===== config.mk =====
export PLATFORM = sky130hd
export DESIGN_NAME = i2s_rx
export DESIGN_NICKNAME = d
export VERILOG_FILES = /design/src/rtl/i2s_rx.sv
export SDC_FILE = /design/constraint.sdc
export NUM_CORES = 1
export LEC_CHECK = 0
export CAP_MARGIN = 10
export CORE_MARGIN = 5
export CORE_UTILIZATION = 50
export CTS_BUF_LIST = sky130_fd_sc_hd__clkbuf_4 sky130_fd_sc_hd__clkbuf_8
export CTS_CLUSTER_DIAMETER = 100
export CTS_CLUSTER_SIZE = 30
export DETAILED_ROUTE_END_ITERATION = 16
export PLACE_DENSITY = 0.79
export SLEW_MARGIN = 15
export SYNTH_ARGS = -nofsm -noshare
export SYNTH_HDL_FRONTEND = slang
export SYNTH_SLANG_ARGS = --single-unit
export TNS_END_PERCENT = 10

===== constraint.sdc =====
create_clock -name clk_i -period 1.8 [get_ports clk_i]
set_input_delay 0.36 -clock clk_i [delete_from_list [all_inputs] [get_ports clk_i]]
set_output_delay 0.36 -clock clk_i [all_outputs]
set_load 0.005 [all_outputs]

===== src/rtl/i2s_rx.sv =====
// I2S receiver: deserialises Philips-format, MSB-first stereo words clocked by
// an in-domain SCK/WS pair and hands out one left/right pair per frame on a
// valid/ready interface, flagging short slots and overwritten pairs.
module i2s_rx #(
  parameter int DATA_W = 24,
  parameter int SLOT_W = 32
) (
  input  logic              clk_i,
  input  logic              rst_i,
  input  logic              sck_i,
  input  logic              ws_i,
  input  logic              sd_i,
  output logic [DATA_W-1:0] left_o,
  output logic [DATA_W-1:0] right_o,
  output logic              valid_o,
  input  logic              ready_i,
  output logic              overrun_o,
  output logic              frame_err_o
);

  // Bit counter is 8 bits and saturates, so an overlong slot can never wrap
  // back below DATA_W and be mistaken for a short one.
  localparam logic [7:0] CNT_MAX = 8'd255;
  localparam logic [7:0] DATA_N  = 8'(DATA_W);

  generate
    if (SLOT_W < DATA_W || SLOT_W > 255) begin : g_bad_slot
      $error("i2s_rx: SLOT_W must lie in DATA_W..255");
    end
  endgenerate

  typedef enum logic [0:0] {
    SYNC = 1'b0,
    RUN  = 1'b1
  } state_t;

  typedef struct packed {
    logic [DATA_W-1:0] left;
    logic [DATA_W-1:0] right;
  } pair_t;

  state_t            state_q, state_d;
  logic              sd_m, sd_s;
  logic              sck_q;
  logic              ws_prev;
  logic [7:0]        cnt;
  logic [DATA_W-1:0] shreg;
  logic [DATA_W-1:0] left_hold;
  logic              bad;
  pair_t             pair_q;

  logic rise, ws_edge, left_start;
  logic clear, step, shift_en;
  logic close_left, close_right, short_slot, complete;

  // SCK rising edge seen in the clk domain; all sampling is gated on it.
  assign rise       = sck_i & ~sck_q;
  // WS change on a rise: the bit on this edge is the old channel's LSB slot.
  assign ws_edge    = rise & (ws_i != ws_prev);
  assign left_start = ws_edge & ~ws_i;

  // Input synchroniser, SCK edge history and WS history.
  always_ff @(posedge clk_i) begin
    if (rst_i) begin
      sd_m    <= 1'b0;
      sd_s    <= 1'b0;
      sck_q   <= 1'b0;
      ws_prev <= 1'b1;
    end else begin
      sd_m  <= sd_i;
      sd_s  <= sd_m;
      sck_q <= sck_i;
      if (rise) ws_prev <= ws_i;
    end
  end

  // State register.
  always_ff @(posedge clk_i) begin
    if (rst_i) state_q <= SYNC;
    else       state_q <= state_d;
  end

  // Next state and per-rise control strobes.
  always_comb begin
    state_d     = state_q;
    clear       = 1'b0;
    step        = 1'b0;
    close_left  = 1'b0;
    close_right = 1'b0;
    short_slot  = 1'b0;
    case (state_q)
      SYNC: begin
        // Only a right->left edge gives a clean frame boundary to lock onto.
        if (left_start) begin
          state_d = RUN;
          clear   = 1'b1;
        end
      end
      RUN: begin
        if (ws_edge) begin
          clear = 1'b1;
          if (cnt >= DATA_N) begin
            close_left  = ~ws_prev;
            close_right = ws_prev;
          end else begin
            short_slot = 1'b1;
          end
        end else if (rise) begin
          step = 1'b1;
        end
      end
      default: state_d = SYNC;
    endcase
  end

  // Bits past DATA_W in a slot are counted but not captured.
  assign shift_en = step & (cnt < DATA_N);
  // Closing right always coincides with ws_i=0, i.e. the frame end.
  assign complete = close_right & ~bad;

  // Slot datapath: bit counter, shift register, left staging, bad-frame flag.
  always_ff @(posedge clk_i) begin
    if (rst_i) begin
      cnt       <= '0;
      shreg     <= '0;
      left_hold <= '0;
      bad       <= 1'b0;
    end else begin
      if (clear)                        cnt <= '0;
      else if (step && cnt != CNT_MAX)  cnt <= cnt + 8'd1;

      if (clear)         shreg <= '0;
      else if (shift_en) shreg <= {shreg[DATA_W-2:0], sd_s};

      if (close_left) left_hold <= shreg;

      // A new frame starts clean; a short slot poisons the rest of it.
      if (left_start)      bad <= 1'b0;
      else if (short_slot) bad <= 1'b1;
    end
  end

  // Output pair, handshake and status pulses.
  always_ff @(posedge clk_i) begin
    if (rst_i) begin
      pair_q      <= '0;
      valid_o     <= 1'b0;
      overrun_o   <= 1'b0;
      frame_err_o <= 1'b0;
    end else begin
      frame_err_o <= short_slot;
      // Accept-and-replace in the same cycle is not an overrun.
      overrun_o   <= complete & valid_o & ~ready_i;
      if (complete) begin
        pair_q  <= '{left: left_hold, right: shreg};
        valid_o <= 1'b1;
      end else if (valid_o && ready_i) begin
        valid_o <= 1'b0;
      end
    end
  end

  assign left_o  = pair_q.left;
  assign right_o = pair_q.right;

endmodule


==> flow_results.xml, run 1 <==
<?xml version="1.0" encoding="UTF-8"?>
<metrics>
  <group name="outcome">
    <metric name="run_status" unit="">completed</metric>
  </group>
  <group name="critical_path">
    <metric name="setup.worst_path.end_class" unit="">flip-flop</metric>
    <metric name="worst_r2r_setup_slack" unit="ps">40</metric>
    <metric name="cpPeakStageDelay" unit="ps">540</metric>
    <metric name="cp_max_fo" unit="">29</metric>
    <metric name="worstPathArrival" unit="ps">2040</metric>
    <metric name="regToRegEndpoint" unit="">right_o[21]</metric>
    <metric name="r2r_start" unit="">cnt[6]</metric>
    <metric name="critical-path-top-cell-by-count" unit="">sky130_fd_sc_hd__buf_4</metric>
    <metric name="crit_path_cell_trace" unit="">a2111oi_4, buf_4, or4_1, buf_4, nand2_1, a21oi_1</metric>
    <metric name="rr_worst_depth" unit="">6</metric>
    <metric name="critical_path_class" unit="">flip-flop to flip-flop</metric>
    <metric name="crit_start_category" unit="">flip-flop</metric>
    <metric name="critPathSlowestCell" unit="">sky130_fd_sc_hd__or4_1</metric>
    <metric name="worstPathRequired" unit="ps">2080</metric>
  </group>
  <group name="global_route">
    <metric name="grt_antenna_before_repair" unit="">0</metric>
    <metric name="grt_pass1_wl" unit="mm">14.9</metric>
    <metric name="grtUsageTotal" unit="">0.183</metric>
    <metric name="first_global_vias" unit="">3286</metric>
    <metric name="maximum_number_of_pins_on_one_net_before_global_route_repair" unit="">82</metric>
    <metric name="global_route.overflow_total" unit="">0</metric>
  </group>
  <group name="synth">
    <metric name="synth-main-ff-cell" unit="">sky130_fd_sc_hd__dfxtp_1</metric>
    <metric name="yosysWarnings" unit="">0</metric>
    <metric name="seq_area_frac_synth" unit="">0.560</metric>
    <metric name="syn-mean-instance-area" unit="sq um">8.09</metric>
    <metric name="synth-async-reset-ratio" unit="">0</metric>
    <metric name="number_of_synthesized_flops_with_an_enable_pin" unit="">0</metric>
    <metric name="post_synth_num_cell_types" unit="">30</metric>
    <metric name="synth.most_common_cell" unit="">sky130_fd_sc_hd__nand2_1</metric>
    <metric name="synthDominantAreaCellType" unit="">sky130_fd_sc_hd__dfxtp_1</metric>
    <metric name="synthesis.instances" unit="">500</metric>
    <metric name="synth.net_count" unit="">508</metric>
    <metric name="netlist_top_cells_area" unit="">sky130_fd_sc_hd__dfxtp_1, sky130_fd_sc_hd__nand2_1, sky130_fd_sc_hd__a21oi_1</metric>
    <metric name="netlist_area" unit="sq um">4040</metric>
    <metric name="synth_largest_type_area_fraction" unit="">0.560</metric>
    <metric name="ys_seq_elements" unit="">113</metric>
    <metric name="synth_commonest_cells" unit="">sky130_fd_sc_hd__nand2_1, sky130_fd_sc_hd__dfxtp_1, sky130_fd_sc_hd__a21oi_1</metric>
  </group>
  <group name="drt">
    <metric name="vias_per_cell" unit="">5.17</metric>
    <metric name="drt_iter0_markers" unit="">227</metric>
    <metric name="routed_wl" unit="mm">8.93</metric>
    <metric name="drt-wirelength-per-cell" unit="um">13.2</metric>
    <metric name="drt_drc_violations_left" unit="">0</metric>
    <metric name="postRouteAntennaNets" unit="">0</metric>
    <metric name="vias" unit="">3492</metric>
    <metric name="drt_pre_antenna_iters" unit="">4</metric>
  </group>
  <group name="hold_path">
    <metric name="hold_path_end" unit="">sd_s</metric>
    <metric name="hold_path_startpoint" unit="">sd_m</metric>
    <metric name="min-delay-path-class" unit="">flip-flop to flip-flop</metric>
    <metric name="worst_hold_path.num_cells" unit="">1</metric>
  </group>
  <group name="die">
    <metric name="fp.dieArea" unit="sq um">9980</metric>
    <metric name="ioPinCount" unit="">57</metric>
    <metric name="die-width" unit="um">99.9</metric>
    <metric name="fp.dieH" unit="um">99.9</metric>
    <metric name="row_count" unit="">32</metric>
    <metric name="start_util" unit="">0.518</metric>
    <metric name="core_region_area" unit="sq um">7810</metric>
  </group>
  <group name="placement">
    <metric name="pre_cts_ws" unit="ps">-278</metric>
    <metric name="place.detailed.hpwl" unit="mm">5.74</metric>
    <metric name="dpl_cell_area" unit="sq um">4830</metric>
    <metric name="numPortBuffers" unit="">56</metric>
    <metric name="routabilityCongestion" unit="">0.795</metric>
  </group>
  <group name="cts">
    <metric name="cts.repair.resized" unit="">1</metric>
    <metric name="post-cts-setup-buffers" unit="">0</metric>
    <metric name="cts.path.max_buffers" unit="">2</metric>
    <metric name="numClockSinks" unit="">113</metric>
    <metric name="cts_hold_buffers" unit="">0</metric>
    <metric name="insertion_delay" unit="ps">410</metric>
    <metric name="htree_levels" unit="">4</metric>
    <metric name="clkTransAtPathRegs" unit="ps">70</metric>
    <metric name="numCtsBuffers" unit="">17</metric>
    <metric name="clk_root_buffer_cell" unit="">sky130_fd_sc_hd__clkbuf_8</metric>
    <metric name="cts_tree" unit="">yes</metric>
  </group>
  <group name="timing">
    <metric name="tightestPinTransition" unit="ps">346</metric>
    <metric name="postLayoutSetupSlackWorst" unit="ps">40.6</metric>
    <metric name="final.min_clock_period" unit="ps">1760</metric>
    <metric name="slew_viol_final" unit="">0</metric>
    <metric name="timing.final.crit_share" unit="">0.977</metric>
    <metric name="achievable-frequency" unit="MHz">568</metric>
    <metric name="finalSetupViolations" unit="">0</metric>
    <metric name="report.final.hold_viol_count" unit="">0</metric>
    <metric name="worst_slew_margin" unit="">0.769</metric>
    <metric name="hold-worst-slack" unit="ps">439</metric>
    <metric name="fin_worst_skew" unit="ps">12.1</metric>
    <metric name="rsz0062_at_grt" unit="">true</metric>
  </group>
  <group name="power_and_ir_drop">
    <metric name="p_leak" unit="nW">1.72</metric>
    <metric name="vdd_drop_max" unit="mV">0.645</metric>
    <metric name="power_density" unit="nW/um^2">957</metric>
  </group>
  <group name="cells_and_area">
    <metric name="drive_above_1_share" unit="">0.101</metric>
    <metric name="area.growth.synth_to_final" unit="%">29.4</metric>
    <metric name="insertedDiodeCount" unit="">0</metric>
    <metric name="cell_area_after_layout" unit="sq um">5230</metric>
    <metric name="nets" unit="">570</metric>
    <metric name="layout.filler_cells" unit="">645</metric>
  </group>
  <group name="flow_run">
    <metric name="max-cap-violations" unit="">0</metric>
  </group>
</metrics>
## worst max path at each step
stage | start | endpoint | slack [ps] | cells past startpoint
finish | cnt[6] | right_o[21] | 40 | 6
global route | cnt[3] | left_o[1] | -30 | 6
CTS | cnt[6] | right_o[21] | 40 | 6
detailed placement | sck_i | right_o[21] | -280 | 6
global placement | sck_i | left_o[13] | -190 | 6
floorplan | cnt[3] | left_o[10] | 240 | 6
## registers in the layout, indices dropped and copies added (netlist names), 8 cells and up
signal	cells
cnt	8
left_o	24
right_o	24
left_hold	24
shreg	24
## worst max-delay path: cells and delay by family, from the launching register on
kind | cells | cell delay [ps]
buf+inv | 2 | 420
flops | 1 | 410
compound gates | 2 | 140
simple gates | 2 | 650
## cells in the final DEF, fill, tap and decap left out, types with 3 or more instances in the layout
master,n
sky130_fd_sc_hd__nand2_1,193
sky130_fd_sc_hd__dfxtp_1,111
sky130_fd_sc_hd__a21oi_1,104
sky130_fd_sc_hd__clkdlybuf4s50_1,55
sky130_fd_sc_hd__clkbuf_8,18
sky130_fd_sc_hd__buf_4,14
sky130_fd_sc_hd__clkinv_2,7
sky130_fd_sc_hd__buf_12,7
sky130_fd_sc_hd__nor2b_1,6
sky130_fd_sc_hd__o21ai_0,5
sky130_fd_sc_hd__or3_1,5
sky130_fd_sc_hd__nor2_1,5
sky130_fd_sc_hd__nand3_1,4
sky130_fd_sc_hd__inv_1,3
sky130_fd_sc_hd__nand4_1,3
sky130_fd_sc_hd__nor3_1,3
sky130_fd_sc_hd__bufinv_16,3
## power breakdown
part | leakage [nW] | internal [mW] | switching, mW
clock network | 0.208 | 1.40 | 0.970
logic | 0.605 | 0.0503 | 0.0752
registers | 0.912 | 2.51 | 0.00563
## area by class of cell
type | instances | area [sq um] | area share
flip-flops and latches | 113 | 2260 | 0.433
clock buffers | 19 | 255 | 0.0488
multi-input cells | 350 | 1630 | 0.311
inverters | 3 | 11.3 | 0.00215
repair buffers | 77 | 801 | 0.153
well taps | 102 | 128 | 0.0244
clock inverters | 12 | 141 | 0.0270
## layer usage
metal / up-vias / GRT usage / wire, um
li1: 1772 / - / -
met2: 91 / 0.298 / 4280
met5: - / 0 / 0
met4: 0 / 0.0746 / 106
met3: 10 / 0.0473 / 569
met1: 1619 / 0.231 / 3980
## per-stage QoR
| step | TNS [ps] | std cells | util | power (mW) |
|---|---|---|---|---|
| finish | 0 | 676 | 0.670 | 5.01 |
| global route | -446 | 676 | 0.670 | 5.18 |
| CTS | 0 | 676 | 0.670 | 5.04 |
| detailed placement | -16140 | 645 | 0.619 | 2.70 |
| global placement | -12320 | 645 | 0.619 | 2.69 |
| floorplan | 0 | 500 | - | 2.64 |
## cell families after synthesis
group,Yosys count,synth area share
XOR/XNOR,2,0.00433
buffers and inverters,37,0.0409
AND/OR/NAND/NOR,231,0.237
AO/OA/AOI/OAI,114,0.150
adder cells (fa/ha/maj),2,0.00619
multiplexers,1,0.00248
flip-flops,113,0.560
Power figures use the tool's default switching activity.
==> run 2, diff against run 1 <==
--- a/config.mk
+++ b/config.mk
@@ -7,13 +7,13 @@
 export LEC_CHECK = 0
 export CAP_MARGIN = 10
 export CORE_MARGIN = 5
-export CORE_UTILIZATION = 50
+export CORE_UTILIZATION = 56
 export CTS_BUF_LIST = sky130_fd_sc_hd__clkbuf_4 sky130_fd_sc_hd__clkbuf_8
 export CTS_CLUSTER_DIAMETER = 100
 export CTS_CLUSTER_SIZE = 30
 export DETAILED_ROUTE_END_ITERATION = 16
-export PLACE_DENSITY = 0.79
-export SLEW_MARGIN = 15
+export PLACE_DENSITY = 0.87
+export SLEW_MARGIN = 10
 export SYNTH_ARGS = -nofsm -noshare
 export SYNTH_HDL_FRONTEND = slang
 export SYNTH_SLANG_ARGS = --single-unit
==> run 2 against run 1 <==
Effect of this change:
- sequential power about the same
- final cell count fell by 0.44%
- sequential cell count did not move
- cell area is 0.19% higher
- sequential share of layout area is 0.13 points lower
- wire length rose by 11%
- critical path depth is the same
- maximum frequency grew 2.4%
- via count increased by 5.2%
- count of clock-buffer cells in the layout stayed put
- power shrank 0.71%
- highest routed layer unchanged
==> flow_results.xml, run 2 (synthesis results as in run 1) <==
<?xml version="1.0" encoding="UTF-8"?>
<metrics>
  <group name="outcome">
    <metric name="run_status" unit="">completed</metric>
  </group>
  <group name="timing">
    <metric name="worst_slew_margin" unit="">0.694</metric>
    <metric name="rsz0062_at_grt" unit="">true</metric>
    <metric name="achievable-frequency" unit="MHz">582</metric>
    <metric name="tightestPinTransition" unit="ps">459</metric>
    <metric name="slew_viol_final" unit="">0</metric>
    <metric name="finalSetupViolations" unit="">0</metric>
    <metric name="postLayoutSetupSlackWorst" unit="ps">81.8</metric>
    <metric name="timing.final.crit_share" unit="">0.955</metric>
    <metric name="final.min_clock_period" unit="ps">1720</metric>
    <metric name="report.final.hold_viol_count" unit="">0</metric>
    <metric name="fin_worst_skew" unit="ps">5.61</metric>
  </group>
  <group name="placement">
    <metric name="pre_cts_ws" unit="ps">-301</metric>
    <metric name="place.detailed.hpwl" unit="mm">5.92</metric>
    <metric name="place.detailed.instances" unit="">640</metric>
    <metric name="routabilityCongestion" unit="">0.810</metric>
    <metric name="numPortBuffers" unit="">56</metric>
  </group>
  <group name="drt">
    <metric name="drt_pre_antenna_iters" unit="">5</metric>
    <metric name="vias_per_cell" unit="">5.46</metric>
    <metric name="routed_wl" unit="mm">9.94</metric>
    <metric name="vias" unit="">3675</metric>
    <metric name="drt_iter0_markers" unit="">353</metric>
    <metric name="drt-wirelength-per-cell" unit="um">14.8</metric>
    <metric name="drt_drc_violations_left" unit="">0</metric>
    <metric name="postRouteAntennaNets" unit="">0</metric>
  </group>
  <group name="cts">
    <metric name="numCtsBuffers" unit="">17</metric>
    <metric name="cts_hold_buffers" unit="">0</metric>
    <metric name="cts_tree" unit="">yes</metric>
    <metric name="cts.path.max_buffers" unit="">2</metric>
    <metric name="numClockSinks" unit="">113</metric>
    <metric name="insertion_delay" unit="ps">420</metric>
    <metric name="clk_root_buffer_cell" unit="">sky130_fd_sc_hd__clkbuf_8</metric>
    <metric name="clkTransAtPathRegs" unit="ps">70</metric>
    <metric name="htree_levels" unit="">4</metric>
  </group>
  <group name="global_route">
    <metric name="grt_antenna_before_repair" unit="">0</metric>
    <metric name="grt_pass1_wl" unit="mm">16.4</metric>
    <metric name="maximum_number_of_pins_on_one_net_before_global_route_repair" unit="">65</metric>
    <metric name="global_route.overflow_total" unit="">0</metric>
    <metric name="first_global_vias" unit="">3485</metric>
    <metric name="grtUsageTotal" unit="">0.232</metric>
  </group>
  <group name="critical_path">
    <metric name="worstPathArrival" unit="ps">2010</metric>
    <metric name="cp_max_fo" unit="">48</metric>
    <metric name="critical_path_class" unit="">flip-flop to flip-flop</metric>
    <metric name="worstPathRequired" unit="ps">2100</metric>
    <metric name="crit_start_category" unit="">flip-flop</metric>
    <metric name="setup.worst_path.end_class" unit="">flip-flop</metric>
  </group>
  <group name="power_and_ir_drop">
    <metric name="p_leak" unit="nW">1.71</metric>
    <metric name="power_density" unit="nW/um^2">948</metric>
    <metric name="vdd_drop_max" unit="mV">0.678</metric>
  </group>
  <group name="die">
    <metric name="fp.dieH" unit="um">95.0</metric>
    <metric name="row_count" unit="">31</metric>
    <metric name="fp.dieArea" unit="sq um">9020</metric>
    <metric name="start_util" unit="">0.566</metric>
    <metric name="die-width" unit="um">95.0</metric>
    <metric name="core_region_area" unit="sq um">7140</metric>
    <metric name="ioPinCount" unit="">57</metric>
  </group>
  <group name="cells_and_area">
    <metric name="layout.cells.most_common_list" unit="">sky130_fd_sc_hd__nand2_1, sky130_fd_sc_hd__dfxtp_1, sky130_fd_sc_hd__a21oi_1, sky130_fd_sc_hd__clkdlybuf4s50_1, sky130_fd_sc_hd__clkbuf_8</metric>
    <metric name="layoutNonFillerInstCount" unit="">673</metric>
    <metric name="nets" unit="">569</metric>
    <metric name="utilization" unit="">0.734</metric>
    <metric name="drive_above_1_share" unit="">0.0993</metric>
    <metric name="layout.filler_cells" unit="">526</metric>
    <metric name="area.growth.synth_to_final" unit="%">29.6</metric>
    <metric name="layout_commonest_cell" unit="">sky130_fd_sc_hd__nand2_1</metric>
    <metric name="insertedDiodeCount" unit="">0</metric>
  </group>
  <group name="hold_path">
    <metric name="min-delay-path-class" unit="">input pin to flip-flop</metric>
  </group>
  <group name="flow_run">
    <metric name="max-cap-violations" unit="">0</metric>
  </group>
</metrics>
## run 2: changes by cell type in the layout (fill, tap and decap cells not counted)
cell,delta
sky130_fd_sc_hd__clkbuf_8,+1
sky130_fd_sc_hd__bufinv_16,-1
sky130_fd_sc_hd__or4_4,+1
sky130_fd_sc_hd__clkbuf_4,-1
sky130_fd_sc_hd__buf_4,-2
sky130_fd_sc_hd__clkbuf_16,+1
sky130_fd_sc_hd__clkinv_2,-4
sky130_fd_sc_hd__clkinvlp_4,+5
sky130_fd_sc_hd__clkinv_4,+1
sky130_fd_sc_hd__dfxtp_1,+2
sky130_fd_sc_hd__dfxtp_2,-2
sky130_fd_sc_hd__or4_1,-1
## run 2: routing by layer
metal / GRT usage / share of wire / vias to the layer above
met5: 0 / 0 / -
met4: 0.0853 / 0.013 / 0
met3: 0.0757 / 0.079 / 13
met2: 0.375 / 0.50 / 164
met1: 0.291 / 0.41 / 1735
li1: - / - / 1763
## run 2: what timing repair did
action,in CTS,in global routing
endpoints found under the setup margin,0,11
resized for setup,0,1
buffers inserted,0,0
## run 2: worst max-delay path, cell delays in order (launching register included)
cell and delay, ps:
sky130_fd_sc_hd__dfxtp_1 380, sky130_fd_sc_hd__a2111oi_4 540, sky130_fd_sc_hd__buf_4 230, sky130_fd_sc_hd__nor4_4 60, sky130_fd_sc_hd__buf_12 180, sky130_fd_sc_hd__nand2_1 130
sky130_fd_sc_hd__a21oi_1 70
## run 2: worst paths after layout
| kind | slack, ps | cells after the start | from | to |
|---|---|---|---|---|
| max reg2reg | 80 | 6 | cnt[3] | right_o[3] |
| max | 80 | 6 | cnt[3] | right_o[3] |
| min reg2reg | 450 | 2 | sd_s | shreg[0] |
| min | 430 | 3 | rst_i | sck_q |
## run 2: final cells by class
class	count	area, sq um	share of cell area
Sequential cell	113	2260	0.432
Timing Repair Buffer	76	811	0.155
Inverter	3	11.3	0.00215
Multi-Input combinational cell	350	1630	0.312
Tap cell	99	124	0.0236
Clock inverter	13	138	0.0263
Clock buffer	19	262	0.0499
## run 2: report_power, final
part	internal (mW)	switching, mW	total, mW
combinational	0.0512	0.0793	0.130
sequential	2.51	0.00645	2.51
clock	1.30	1.03	2.33
total	3.86	1.11	4.97
## run 2: stage by stage
stage	power [mW]	hold slack, ps	TNS [ps]	cell area (sq um)
final	4.97	426	0	5240
after CTS	4.99	406	0	5210
after detailed placement	2.70	431	-16180	4810
after global placement	2.69	425	-12450	4810
after floorplan	2.64	414	0	4040
after global routing	5.14	419	-45.3	5240
==> run 3, diff against run 2 <==
--- a/config.mk
+++ b/config.mk
@@ -7,12 +7,12 @@
 export LEC_CHECK = 0
 export CAP_MARGIN = 10
 export CORE_MARGIN = 5
-export CORE_UTILIZATION = 56
+export CORE_UTILIZATION = 35
 export CTS_BUF_LIST = sky130_fd_sc_hd__clkbuf_4 sky130_fd_sc_hd__clkbuf_8
 export CTS_CLUSTER_DIAMETER = 100
 export CTS_CLUSTER_SIZE = 30
 export DETAILED_ROUTE_END_ITERATION = 16
-export PLACE_DENSITY = 0.87
+export PLACE_DENSITY = 0.6
 export SLEW_MARGIN = 10
 export SYNTH_ARGS = -nofsm -noshare
 export SYNTH_HDL_FRONTEND = slang
==> run 3 against run 2 <==
Effect of this change:
- utilization down 28 points
- global-route usage fell by 9.4 points
- power decreased by 6.6%
- final cell count increased by 6.2%
- non-clock buffer count rose by 1
- cell area is 0.45% lower
- critical path depth down 5
- clock power is 14% lower
- sequential power barely moved
- register-to-register slack better by 90 ps
- via count shrank 7.6%
- die area up 53%
- highest routed layer unchanged
==> flow_results.xml, run 3 (synthesis results as in run 1) <==
<?xml version="1.0" encoding="UTF-8"?>
<metrics>
  <group name="outcome">
    <metric name="run_status" unit="">completed</metric>
  </group>
  <group name="drt">
    <metric name="vias_per_cell" unit="">4.75</metric>
    <metric name="drt-wirelength-per-cell" unit="um">12.9</metric>
    <metric name="vias" unit="">3395</metric>
    <metric name="routed_wl" unit="mm">9.19</metric>
    <metric name="postRouteAntennaNets" unit="">0</metric>
    <metric name="drt_pre_antenna_iters" unit="">5</metric>
    <metric name="drt_drc_violations_left" unit="">0</metric>
    <metric name="drt_iter0_markers" unit="">191</metric>
  </group>
  <group name="timing">
    <metric name="rsz0062_at_grt" unit="">false</metric>
    <metric name="timing.final.crit_share" unit="">0.915</metric>
    <metric name="final.min_clock_period" unit="ps">1650</metric>
    <metric name="postLayoutSetupSlackWorst" unit="ps">153</metric>
    <metric name="slew_viol_final" unit="">0</metric>
    <metric name="report.final.hold_viol_count" unit="">0</metric>
    <metric name="achievable-frequency" unit="MHz">607</metric>
    <metric name="worst_slew_margin" unit="">0.718</metric>
    <metric name="finalSetupViolations" unit="">0</metric>
    <metric name="fin_worst_skew" unit="ps">7.23</metric>
    <metric name="tightestPinTransition" unit="ps">423</metric>
  </group>
  <group name="die">
    <metric name="row_count" unit="">39</metric>
    <metric name="fp.dieArea" unit="sq um">13800</metric>
    <metric name="core_region_area" unit="sq um">11400</metric>
    <metric name="die-width" unit="um">117</metric>
    <metric name="start_util" unit="">0.356</metric>
    <metric name="fp.dieH" unit="um">117</metric>
    <metric name="ioPinCount" unit="">57</metric>
  </group>
  <group name="cts">
    <metric name="cts_hold_buffers" unit="">0</metric>
    <metric name="clk_root_buffer_cell" unit="">sky130_fd_sc_hd__clkbuf_8</metric>
    <metric name="numCtsBuffers" unit="">17</metric>
    <metric name="cts_tree" unit="">yes</metric>
    <metric name="insertion_delay" unit="ps">410</metric>
    <metric name="numClockSinks" unit="">113</metric>
    <metric name="cts.repair.resized" unit="">0</metric>
    <metric name="post-cts-setup-buffers" unit="">0</metric>
    <metric name="htree_levels" unit="">4</metric>
    <metric name="clkTransAtPathRegs" unit="ps">60</metric>
    <metric name="cts.path.max_buffers" unit="">2</metric>
  </group>
  <group name="cells_and_area">
    <metric name="layout.cells.most_common_list" unit="">sky130_fd_sc_hd__nand2_1, sky130_fd_sc_hd__dfxtp_1, sky130_fd_sc_hd__a21oi_1, sky130_fd_sc_hd__clkdlybuf4s50_1, sky130_fd_sc_hd__clkbuf_8</metric>
    <metric name="insertedDiodeCount" unit="">0</metric>
    <metric name="layout_commonest_cell" unit="">sky130_fd_sc_hd__nand2_1</metric>
    <metric name="layout.filler_cells" unit="">1136</metric>
    <metric name="layoutNonFillerInstCount" unit="">715</metric>
    <metric name="drive_above_1_share" unit="">0.0962</metric>
    <metric name="area.growth.synth_to_final" unit="%">29.0</metric>
    <metric name="nets" unit="">570</metric>
  </group>
  <group name="critical_path">
    <metric name="cp_max_fo" unit="">2</metric>
    <metric name="worst-path-stages" unit="">1</metric>
    <metric name="worstPathRequired" unit="ps">1440</metric>
    <metric name="crit_start_category" unit="">flip-flop</metric>
    <metric name="crit_path_cell_trace" unit="">clkdlybuf4s50_1</metric>
    <metric name="critical_path_buf_inv_count" unit="">1</metric>
    <metric name="critPathSlowestCell" unit="">sky130_fd_sc_hd__clkdlybuf4s50_1</metric>
    <metric name="setup.worst_path.end_class" unit="">primary output</metric>
    <metric name="worstPathArrival" unit="ps">1290</metric>
    <metric name="timing.critical_path.max_delay_family" unit="">buffers and inverters</metric>
    <metric name="rr_worst_depth" unit="">5</metric>
    <metric name="cpPeakStageDelay" unit="ps">520</metric>
    <metric name="critical_path_class" unit="">flip-flop to primary output</metric>
  </group>
  <group name="hold_path">
    <metric name="min-delay-path-class" unit="">input pin to flip-flop</metric>
    <metric name="worst_hold_path.num_cells" unit="">2</metric>
  </group>
  <group name="global_route">
    <metric name="grt_antenna_before_repair" unit="">0</metric>
    <metric name="grtUsageTotal" unit="">0.138</metric>
    <metric name="grt_util_met3" unit="">0.0543</metric>
    <metric name="grt_util_met2" unit="">0.209</metric>
    <metric name="maximum_number_of_pins_on_one_net_before_global_route_repair" unit="">51</metric>
    <metric name="grt_pass1_wl" unit="mm">16.0</metric>
    <metric name="grt_most_used_layer" unit="">met2</metric>
    <metric name="global_route.overflow_total" unit="">0</metric>
    <metric name="first_global_vias" unit="">3319</metric>
    <metric name="grtUsageMet1" unit="">0.176</metric>
  </group>
  <group name="placement">
    <metric name="place.detailed.instances" unit="">686</metric>
    <metric name="numPortBuffers" unit="">56</metric>
    <metric name="routabilityCongestion" unit="">0.766</metric>
    <metric name="pre_cts_ws" unit="ps">-233</metric>
    <metric name="place.detailed.hpwl" unit="mm">6.06</metric>
  </group>
  <group name="power_and_ir_drop">
    <metric name="vdd_drop_max" unit="mV">0.321</metric>
    <metric name="finalPower" unit="mW">4.64</metric>
    <metric name="p_leak" unit="nW">1.69</metric>
    <metric name="power_density" unit="nW/um^2">890</metric>
  </group>
  <group name="flow_run">
    <metric name="max-cap-violations" unit="">0</metric>
  </group>
</metrics>
==> run 3: area by class of cell <==
class                   instances  area, sq um  area share
repair buffers                 77          801       0.154
inverters                       3         11.3     0.00216
flip-flops and latches        113         2260       0.434
clock inverters                 6         35.0     0.00672
well taps                     143          179      0.0343
clock buffers                  23          298      0.0571
multi-input cells             350         1630       0.312
==> run 3: path summary, 6_finish.rpt <==
path,from,endpoint,slack [ps]
max,right_o[15],right_o[15],150
min,rst_i,state_q,320
max reg2reg,cnt[4],left_o[17],170
min reg2reg,sd_m,sd_s,440
==> run 3: stage by stage <==
stage	util	TNS, ps	hold slack (ps)	cell area, sq um
after floorplan	-	0	414	4040
after global placement	0.429	-13740	418	4880
after detailed placement	0.429	-17610	428	4880
after CTS	0.459	0	301	5220
after global routing	0.459	0	328	5220
final	0.459	0	322	5220
==> run 3: power by group <==
part / total [mW] / internal [mW] / switching [mW]
clock: 2.00 / 1.07 / 0.926
sequential: 2.52 / 2.51 / 0.00615
combinational: 0.129 / 0.0514 / 0.0773
total: 4.64 / 3.63 / 1.01
==> run 3: metal layers <==
| layer | up-vias | wire, um | share of wire |
|---|---|---|---|
| li1 | 1767 | - | - |
| met3 | 11 | 595 | 0.065 |
| met1 | 1548 | 4350 | 0.47 |
| met5 | - | 0 | 0 |
| met4 | 0 | 125 | 0.014 |
| met2 | 69 | 4120 | 0.45 |
